**config.mk**
```make
export PLATFORM = sky130hd
export DESIGN_NAME = diferential_cfg_loader
export DESIGN_NICKNAME = d
export VERILOG_FILES = /design/src/rtl/diferential_cfg_loader.sv
export SDC_FILE = /design/constraint.sdc
export NUM_CORES = 1
export LEC_CHECK = 0
export BUFFER_PORTS_ARGS = -buffer_cell sky130_fd_sc_hd__buf_2
export CAP_MARGIN = 25
export CORE_AREA = 2 2 174 176
export CTS_CLUSTER_SIZE = 40
export DETAILED_ROUTE_END_ITERATION = 10
export DIE_AREA = 0 0 176 178
export PLACE_DENSITY_LB_ADDON = 0.15
export SYNTH_ARGS = -nofsm -noshare
export SYNTH_HDL_FRONTEND = slang
export SYNTH_SLANG_ARGS = --single-unit
```
**constraint.sdc**
```tcl
create_clock -name clk -period 2.4 [get_ports clk]
set_input_delay 0.24 -clock clk [delete_from_list [all_inputs] [get_ports clk]]
set_output_delay 0.24 -clock clk [all_outputs]
set_load 0.02 [all_outputs]
```
**src/rtl/diferential_cfg_loader.sv**
```systemverilog
// Serial 2-bit config loader: sync 8'h9C, 48 payload symbols, 4 checksum symbols; commits 1 cycle after the last one.
// cfg_en=0 stalls all state indefinitely, so the source can pause without a timeout.
module diferential_cfg_loader #(
  parameter int CELLS         = 12,
  parameter int CELL_CFG_BITS = 8
) (
  input  logic                           clk,
  input  logic                           reset,
  input  logic                           cfg_en,
  input  logic [1:0]                     cfg_din,
  output logic [CELLS*CELL_CFG_BITS-1:0] cfg_out,
  output logic                           cfg_valid,
  output logic                           cfg_done,
  output logic                           cfg_busy,
  output logic                           cfg_err
);

  localparam int          W        = CELLS * CELL_CFG_BITS;
  localparam int          NSYM     = W / 2;
  localparam logic [5:0]  LAST_PAY = 6'(NSYM - 1);
  localparam logic [7:0]  SYNC     = 8'h9C;

  typedef enum logic [1:0] {IDLE, LOAD, CHECK} state_t;

  state_t         state_q, state_d;
  logic [7:0]     sync_q, sync_d;
  logic [W-1:0]   shadow_q, shadow_d;
  logic [5:0]     cnt_q, cnt_d;
  logic [7:0]     csum_q, csum_d;
  logic [7:0]     rxck_q, rxck_d;
  logic [W-1:0]   out_q, out_d;
  logic           valid_q, valid_d;
  logic           done_q, done_d;
  logic           busy_q, busy_d;
  logic           err_q, err_d;

  logic [7:0]     win, rx_byte, rx_ck;

  always_comb begin
    state_d  = state_q;
    sync_d   = sync_q;
    shadow_d = shadow_q;
    cnt_d    = cnt_q;
    csum_d   = csum_q;
    rxck_d   = rxck_q;
    out_d    = out_q;
    valid_d  = valid_q;
    err_d    = err_q;
    done_d   = 1'b0;
    win      = {sync_q[5:0], cfg_din};
    // the three earlier symbols of the current byte are still in the shadow LSBs
    rx_byte  = {shadow_q[5:0], cfg_din};
    rx_ck    = {rxck_q[5:0], cfg_din};

    if (cfg_en) begin
      case (state_q)
        IDLE: begin
          if (win == SYNC) begin
            state_d = LOAD;
            sync_d  = 8'h00;
            err_d   = 1'b0;
            csum_d  = 8'h00;
            cnt_d   = 6'd0;
          end else begin
            sync_d = win;
          end
        end
        LOAD: begin
          shadow_d = {shadow_q[W-3:0], cfg_din};
          cnt_d    = cnt_q + 6'd1;
          if (cnt_q[1:0] == 2'd3) csum_d = csum_q ^ rx_byte;
          if (cnt_q == LAST_PAY) begin
            state_d = CHECK;
            cnt_d   = 6'd0;
          end
        end
        CHECK: begin
          rxck_d = rx_ck;
          cnt_d  = cnt_q + 6'd1;
          if (cnt_q == 6'd3) begin
            state_d = IDLE;
            cnt_d   = 6'd0;
            sync_d  = 8'h00;
            if (rx_ck == csum_q) begin
              out_d   = shadow_q;
              valid_d = 1'b1;
              done_d  = 1'b1;
            end else begin
              err_d = 1'b1;
            end
          end
        end
        default: state_d = IDLE;
      endcase
    end

    busy_d = (state_d != IDLE);
  end

  always_ff @(posedge clk) begin
    if (reset) begin
      state_q  <= IDLE;
      sync_q   <= 8'h00;
      shadow_q <= '0;
      cnt_q    <= 6'd0;
      csum_q   <= 8'h00;
      rxck_q   <= 8'h00;
      out_q    <= '0;
      valid_q  <= 1'b0;
      done_q   <= 1'b0;
      busy_q   <= 1'b0;
      err_q    <= 1'b0;
    end else begin
      state_q  <= state_d;
      sync_q   <= sync_d;
      shadow_q <= shadow_d;
      cnt_q    <= cnt_d;
      csum_q   <= csum_d;
      rxck_q   <= rxck_d;
      out_q    <= out_d;
      valid_q  <= valid_d;
      done_q   <= done_d;
      busy_q   <= busy_d;
      err_q    <= err_d;
    end
  end

  assign cfg_out   = out_q;
  assign cfg_valid = valid_q;
  assign cfg_done  = done_q;
  assign cfg_busy  = busy_q;
  assign cfg_err   = err_q;

endmodule
```
# Word level (Yosys, flattened, before mapping)
# Cells that the tools add are included.
[word_totals] register_bits=224 input_bits=5 output_inout_bits=100 elab_cells=60
[classes] n_addsub=1 eq_ne=11 mux=20 bitwise=4 reduce_logical=13
[op_table] cell="6-bit two-way mux" count=5
[op_table] cell="6-bit case mux with 3 select lines" count=1
[op_table] cell="8-bit two-way mux" count=2
[op_table] cell="8-bit case mux with 2 select lines" count=1
[op_table] cell="6-bit case mux with 2 select lines" count=1
[op_table] cell="8-bit == test" count=1
[op_table] cell="8-bit == test (second input constant)" count=1
[op_table] cell="2-bit two-way mux" count=4
[op_table] cell="2-bit != test (second input constant)" count=4
[op_table] cell="4-bit AND reduction" count=2
[op_table] cell="8-bit XOR" count=1
[op_table] cell="6-bit by 1-bit adder with 6-bit output (second input constant)" count=1
[op_table] cell="6-bit by 2-bit == test with 1-bit output (second input constant)" count=1
[op_table] cell="6-bit == test (second input constant)" count=1
[op_table] cell="2-bit case mux with 3 select lines" count=1
[op_table] cell="3-bit AND reduction" count=2
[op_table] cell="2-bit nonzero test" count=3
[op_table] cell="5-bit AND reduction" count=1
[op_table] cell="2-bit == test (second input constant)" count=2
[op_table] cell="1-bit two-way mux" count=4
[op_table] cell="2-bit AND reduction" count=2
[op_table] cell="4-bit OR reduction" count=1
[op_table] cell="1-bit inverter" count=3
[op_table] cell="3-bit nonzero test" count=1
[op_table] cell="3 further kinds" count=3

# Logic depth before layout (Yosys ltp)
# Gate-level depths: netlist of the first run.
[depth] ltp_word=5 ltp_mapped=10 ltp_nobuf=7

# Worst setup path before layout of the first run
# No wires, ideal clock.
[synth_path] kind="register to register" from="reg state_q[1]" to="reg shadow_q[30]" setup_time_ns=0.070 arrival_time_ns=1.681 t_required_ns=2.330 path_slack_ns=0.649 path_stages_with_launch=9 n_path_buf=3 period_less_slack_ns=1.751 path_cell_list="dfxtp_1 inv_1 ha_1 clkbuf_1 nand2_1 clkbuf_1 clkbuf_1 nand2_1 a21oi_1"
[synth_between] elab_chain_cells=2
[synth_rtl] element="start: declaration" line="25" rtl="state_t state_q, state_d;"
[synth_rtl] element="start signal: assignment" line="114" rtl="state_q <= state_d;"
[synth_rtl] element="2-bit by 1-bit == test with 1-bit output" line="56" rtl="case (state_q)"
[synth_rtl] element="2-bit AND reduction (no source line)"
[synth_rtl] element="end signal: assignment" line="116" rtl="shadow_q <= shadow_d;"
[synth_rtl] element="end: declaration" line="27" rtl="logic [W-1:0] shadow_q, shadow_d;"
# No other way between the ends.
# A chain may end at the register's enable or synchronous reset.

# Worst setup path after layout of the first run
[layout_path] from="reg cnt_q[0]" to="reg out_q[85] (netlist: cfg_out[85])"
[layout_between] elab_chain_cells=2
[layout_rtl] element="start: declaration" line="28" rtl="logic [5:0] cnt_q, cnt_d;"
[layout_rtl] element="start signal: assignment" line="117" rtl="cnt_q <= cnt_d;"
[layout_rtl] element="6-bit by 2-bit == test with 1-bit output" line="80" rtl="if (cnt_q == 6'd3) begin"
[layout_rtl] element="4-bit AND reduction (no source line)"
[layout_rtl] element="end signal: assignment" line="120" rtl="out_q <= out_d;"
[layout_rtl] element="end: declaration" line="31" rtl="logic [W-1:0] out_q, out_d;"
# No other way between the ends.

==> key figures, run 1 <==
Routing
  – Wire length per cell: about 14 µm
  – Routed wire length: 20400 µm
  – Final ANT Viol Nets: 0
  – DR iter-0 viols: 426
  – Via/cell ratio: around 4.5
  – TritonRoute pass-1 iters: 4
  – Via Count: 6759
  – DRC: 0

Final layout
  – Storage cell area: 4480 µm²
  – Fillers: about 3200
  – Most frequent cells in the layout: nand2_1 (397), dfxtp_1 (224), a21oi_1 (210)
  – Commonest non-fill, non-tap cell in the layout: nand2_1
  – Area Overhead vs Synth: 21.9%
  – Util after Layout: 0.338
  – Ant. Diodes: 0
  – Layout cells sized above 1: 0.152
  – Multi-input logic area: 3360 µm²
  – Fin nets: 1113

Setup path
  – CP Launch Type: register
  – CP endpoint: cfg_out[85]
  – Critical path class: reg -> reg
  – Req. time, crit path: 2.86 ns
  – Reg-to-reg endpoint: cfg_out[85]
  – Crit. End Element: register
  – Critical Path Fanout Max: 37
  – R2R Path Start: cnt_q[0]
  – CP startpoint: cnt_q[0]
  – R2r setup slk: 0.41 ns
  – Data arrival time of the worst path: 2.44 ns
  – R2R depth: 7

Synthesis
  – Synthesis-stage register bit count: 224
  – Asr flop ratio synth: 0
  – Synth warn: 0
  – Cell area after synthesis: slightly above 8000 µm²
  – Post-synth EDFFs: 0
  – Mapped Cells: 1025
  – Syn nets: 1035
  – Mean Syn Cell Area: 7.96 µm²
  – Main synth FF type: dfxtp_1
  – Seq/Total Area, Yosys: 0.550
  – Synth cell types: 45

STA
  – Fmax: 503 MHz
  – Relative slew margins: 0.617
  – Clock Skew: 0.00688 ns
  – Final min period: 1.99 ns
  – Endpoints failing hold: 0
  – Final slew viol count: 0
  – Unrepaired setup endpoints after global routing: no
  – Endpoints failing setup: 0
  – Setup TNS: 0 ns
  – Slew @ Worst Pin: about 0.58 ns
  – WHS: 0.0481 ns
  – Crit share post-route: 0.828

Placement
  – Hpwl dp: ~12000 µm
  – Final GP Congestion: between 0.7 and 0.8
  – Number of buffers added on ports: 104

Floorplan
  – Die X: approximately 180 µm
  – Initial Utilization: 0.277
  – Die Height: 178 µm
  – CORE AREA: 29400 µm²
  – Die area: 31300 µm²
  – I/O pins: approximately 110
  – Rows: 63

Clock tree
  – TritonCTS clock tree: yes
  – Reg clk slew, reported paths: around 0.06 ns
  – PostCTS Resize Cnt: 0
  – Post-CTS Setup Inserts: 0
  – Bufs on Longest Clock Path: 3
  – Root buf cell: clkbuf_16
  – Sink Count: approximately 220
  – Num CTS Buffers: 27
  – Hold-fix buffers, CTS: 0
  – Htree depth: 1
  – Clk_lat worst skew: ~0.53 ns

GRT
  – Antenna violations before repair: 0
  – Pin count of the biggest net entering global routing: just under 100
  – Gr usage total: 0.128
  – GRT Residual Overflow: 0
  – First-pass GRT wire length: 33300 µm
  – Vias in the first global route: between 6000 and 7000

Pwr
  – Maximum vdd drop: 0.000448 V
  – PD cells: ~770 nW/µm²
  – LEAKAGE: around 0.0036 µW

Outcome
  – Outcome: complete, no violations

Min path
  – Worst hold path class: in -> reg

Job
  – Max Cap Viol: 0
==> kinds of logic after synthesis <==
family          share of synthesized area
simple gates                        0.234
compound gates                      0.151
flops                               0.550
buf+inv                            0.0413
xor+xnor                           0.0150
fa+ha+maj                         0.00767
mux                               0.00138
==> flip-flops by register name, indices dropped and copies added, names as in the netlist <==
name / count
csum_q: 8
cfg_done: 1
shadow_q: 96
cfg_valid: 1
state_q: 2
sync_q: 6
cfg_busy: 1
cfg_err: 1
cfg_out: 96
rxck_q: 6
cnt_q: 6
==> worst max-delay path, stage by stage (launching register included) <==
cell      delay, ns
dfxtp_1        0.36
ha_1           0.37
nand4b_1       0.16
nor2_1         0.19
and3_4         0.38
buf_12         0.25
nand2_1        0.08
a21oi_1        0.12
==> worst min path at each step <==
stage | slack [ns] | startpoint | endpoint | cells after the start
2_1_floorplan | 0.38 | cfg_din[0] | shadow_q[0] | 2
3_3_place_gp | 0.44 | cfg_out[83] | cfg_out[83] | 2
3_5_place_dp | 0.44 | cfg_out[83] | cfg_out[83] | 2
4_1_cts | 0.01 | cfg_din[1] | shadow_q[1] | 3
5_1_grt | 0.05 | cfg_din[1] | shadow_q[1] | 3
6_report | 0.05 | cfg_din[1] | shadow_q[1] | 3
==> synthesized netlist by cell type (4+ instances only) <==
master	n	area, µm²
buf_4	4	30.0
nand2_1	398	1490
clkbuf_1	51	191
buf_2	14	70.1
nand3_1	13	65.1
xor2_1	14	123
nor2_1	21	78.8
ha_1	5	62.6
dfxtp_1	224	4480
buf_1	4	15.0
inv_1	5	18.8
nand3b_1	5	37.5
o21ai_0	6	30.0
nand2b_1	6	37.5
a21oi_1	210	1050
nand4_1	7	43.8
==> per-layer routing <==
layer  GRT usage  up-vias  part of all wire
met4      0.0324        0             0.015
met2       0.210       99              0.45
met5           0        -                 0
li1            -     3519                 -
met1       0.173     3115              0.49
met3      0.0256       26             0.044
==> through the flow <==
step | instance area [µm²] | worst slack, ns | instances | power [µW]
after detailed placement | 9110 | 0.413 | 1464 | 3910
after floorplan | 8160 | 0.649 | 1025 | 3870
after CTS | 9940 | 0.391 | 1512 | 7790
after global routing | 9940 | 0.170 | 1512 | 7950
final | 9940 | 0.413 | 1512 | 7640
after global placement | 9110 | 0.432 | 1464 | 3910
==> report_power, final <==
| part | switching (µW) | total [µW] | internal (µW) | leakage (µW) |
|---|---|---|---|---|
| clock | 1560 | 3810 | 2250 | 0.000403 |
| combinational | 82.8 | 102 | 19.3 | 0.00140 |
| sequential | 2.43 | 3720 | 3720 | 0.00180 |
| total | 1650 | 7640 | 5990 | 0.00361 |
==> final cells by class <==
class,count,area share
sequential,224,0.451
clock inverter,6,0.00390
multi-input combinational,722,0.338
inverter,5,0.00189
timing repair buffer,123,0.0761
tap,390,0.0491
clock buffer,42,0.0797
No activity file was read; power rests on OpenSTA's default activity.
==> run 2: changes to the inputs <==
clock period = 1.7 ns   (was 2.4 ns; I/O delays follow)
==> run 2 against run 1 <==
Compared with the run above:
- the run now ends with negative setup slack left
- first-iteration DRC count fell by 3.5%
- largest power group unchanged
- core utilization rose by 2.9 points
- cell area rose by 8.7%
- sequential share of layout area fell by 3.5 points
- register-to-register slack got worse by 0.45 ns
- total power rose by 46%
- sequential power rose by 41%
- critical endpoint is now cfg_out[34]
- clock-buffer cell count fell by 5
==> key figures, run 2 (synthesis results as in run 1) <==
Routing
  – Met2 Wirelength: between 9000 and 10000 µm
  – Via/cell ratio: approximately 4.6
  – Top sig layer: met4
  – Final ANT Viol Nets: 0
  – Routed wire length: 22200 µm
  – Wire length on met3: approximately 900 µm
  – Via Count: just over 7000
  – TritonRoute pass-1 iters: 4
  – Wire length per cell: 14.3 µm
  – Met1 Wirelength: 11000 µm
  – DRC: 0
  – DR iter-0 viols: 411

Clock tree
  – Bufs on Longest Clock Path: 3
  – Sink Count: 224
  – TritonCTS clock tree: yes
  – Htree depth: 1
  – Clk_lat worst skew: 0.52 ns
  – Reg clk slew, reported paths: ~0.050 ns
  – Root buf cell: clkbuf_16
  – Num CTS Buffers: 26

Final layout
  – Layout cells sized above 1: 0.237
  – Area Overhead vs Synth: 32.5%
  – Finished Cell Area: 10800 µm²
  – Fin nets: 1160
  – Commonest non-fill, non-tap cell in the layout: nand2_1
  – Most frequent cells in the layout: nand2_1 (387), dfxtp_1 (219), a21oi_1 (184)
  – Util after Layout: 0.368
  – Ant. Diodes: 0

Placement
  – Worst slack, placed: -0.0671 ns
  – Placed cell areas: about 9400 µm²
  – Number of buffers added on ports: approximately 100
  – Hpwl dp: 12600 µm
  – Final GP Congestion: 0.784

GRT
  – Vias in the first global route: 6661
  – First-pass GRT wire length: around 34000 µm
  – Pin count of the biggest net entering global routing: 62
  – Antenna violations before repair: 0
  – GRT Residual Overflow: 0
  – Gr usage total: 0.130

STA
  – Unrepaired setup endpoints after global routing: yes
  – Fmax: between 500 and 600 MHz
  – WHS: 0.0976 ns
  – Endpoints failing setup: 48
  – Final slew viol count: 0
  – Relative slew margins: 0.682
  – Final min period: 1.73 ns
  – Final setup margin: -0.0334 ns
  – Endpoints failing hold: 0
  – Crit share post-route: 1.02
  – Slew @ Worst Pin: approximately 0.48 ns
  – Clock Skew: 0.00790 ns

Setup path
  – CP Launch Type: register
  – Critical path class: reg -> reg
  – R2r setup slk: -0.03 ns
  – R2R Path Start: rxck_q[2]
  – Req. time, crit path: 2.14 ns
  – Cell Chain, Critical Path: xor2_2, nor4_2, and3_4, buf_12, buf_6, nand2_1, a21oi_1
  – R2R depth: 7
  – CP startpoint: rxck_q[2]
  – Crit. End Element: register
  – Slowest stage delay, CP: 0.35 ns
  – Data arrival time of the worst path: 2.17 ns
  – Slowest cell on crit path: dfxtp_4
  – Reg-to-reg endpoint: cfg_out[34]
  – Critical Path Fanout Max: 11

Floorplan
  – Rows: 63
  – Initial Utilization: 0.277
  – Die area: 31300 µm²
  – Die Height: 178 µm
  – Die X: 176 µm
  – I/O pins: 105
  – CORE AREA: 29400 µm²

Min path
  – Hold path depth: 4
  – Worst hold path class: in -> reg
  – WHS Endpoint: rxck_q[1]
  – Worst hold start: cfg_din[1]

Pwr
  – Overall power: 11200 µW
  – Maximum vdd drop: between 0.0006 and 0.0007 V
  – PD cells: 1030 nW/µm²
  – LEAKAGE: between 0.004 and 0.005 µW

Outcome
  – Violated checks: negative setup slack
  – Outcome: finished with violations

Job
  – Max Cap Viol: 0
==> run 2: changes by cell type in the layout (fill, tap and decap cells not counted), moves of 5 or more <==
cell | before | now
buf_12 | 7 | 12
buf_4 | 12 | 43
dfxtp_1 | 224 | 219
a21oi_1 | 210 | 184
nand2_1 | 397 | 387
nand2_2 | 0 | 6
clkbuf_1 | 9 | 4
a21oi_2 | 0 | 26
==> run 2: stage by stage <==
step                      setup TNS [ns]  instances
final                             -0.602       1556
after global routing               -8.31       1556
after CTS                         -0.729       1541
after detailed placement           -1.25       1495
after global placement             -1.17       1495
after floorplan                    -2.05       1025
==> run 2: how the worst max path moves through the flow <==
stage / to / slack (ns) / cells after the start
after floorplan: shadow_q[30] / -0.05 / 8
after global placement: cfg_busy / -0.13 / 5
after detailed placement: cnt_q[3] / -0.07 / 5
after CTS: cfg_busy / -0.04 / 5
after global routing: cfg_out[46] / -0.10 / 7
final: cfg_out[34] / -0.03 / 7
==> run 2: routing by layer <==
metal | track usage | vias to the layer above
met5 | 0 | -
met4 | 0.0379 | 0
met3 | 0.0262 | 37
met2 | 0.208 | 119
met1 | 0.177 | 3367
li1 | - | 3614
==> run 2: report_power, final <==
group / switching (µW) / internal, µW
clock: 2130 / 3580
sequential: 3.42 / 5250
combinational: 133 / 51.5
total: 2260 / 8890
==> run 2: final cells by class <==
type                       count  area (µm²)
fill                        3094       18600
sequential                   224        4490
multi-input combinational    722        3620
timing repair buffer         171        1310
clock buffer                  37         773
tap                          390         488
clock inverter                 7         110
inverter                       5        18.8
==> run 2: repair_timing <==
action | CTS | global route
cloned | 1 | 9
setup buffers | 0 | 6
hold endpoints to repair | 4 | 0
endpoints found under the setup margin | 145 | 142
resized for setup | 7 | 61
pin swaps | 0 | 17
hold buffers | 1 | 0
==> run 2: worst max-delay path: cells and delay by family, from the launching register on <==
| family | cells | cell delay [ns] |
|---|---|---|
| and+or+nand+nor | 3 | 0.70 |
| DFF | 1 | 0.35 |
| buffers and inverters | 2 | 0.32 |
| xor gates and xnor gates | 1 | 0.17 |
| AOI/OAI and AO/OA | 1 | 0.11 |
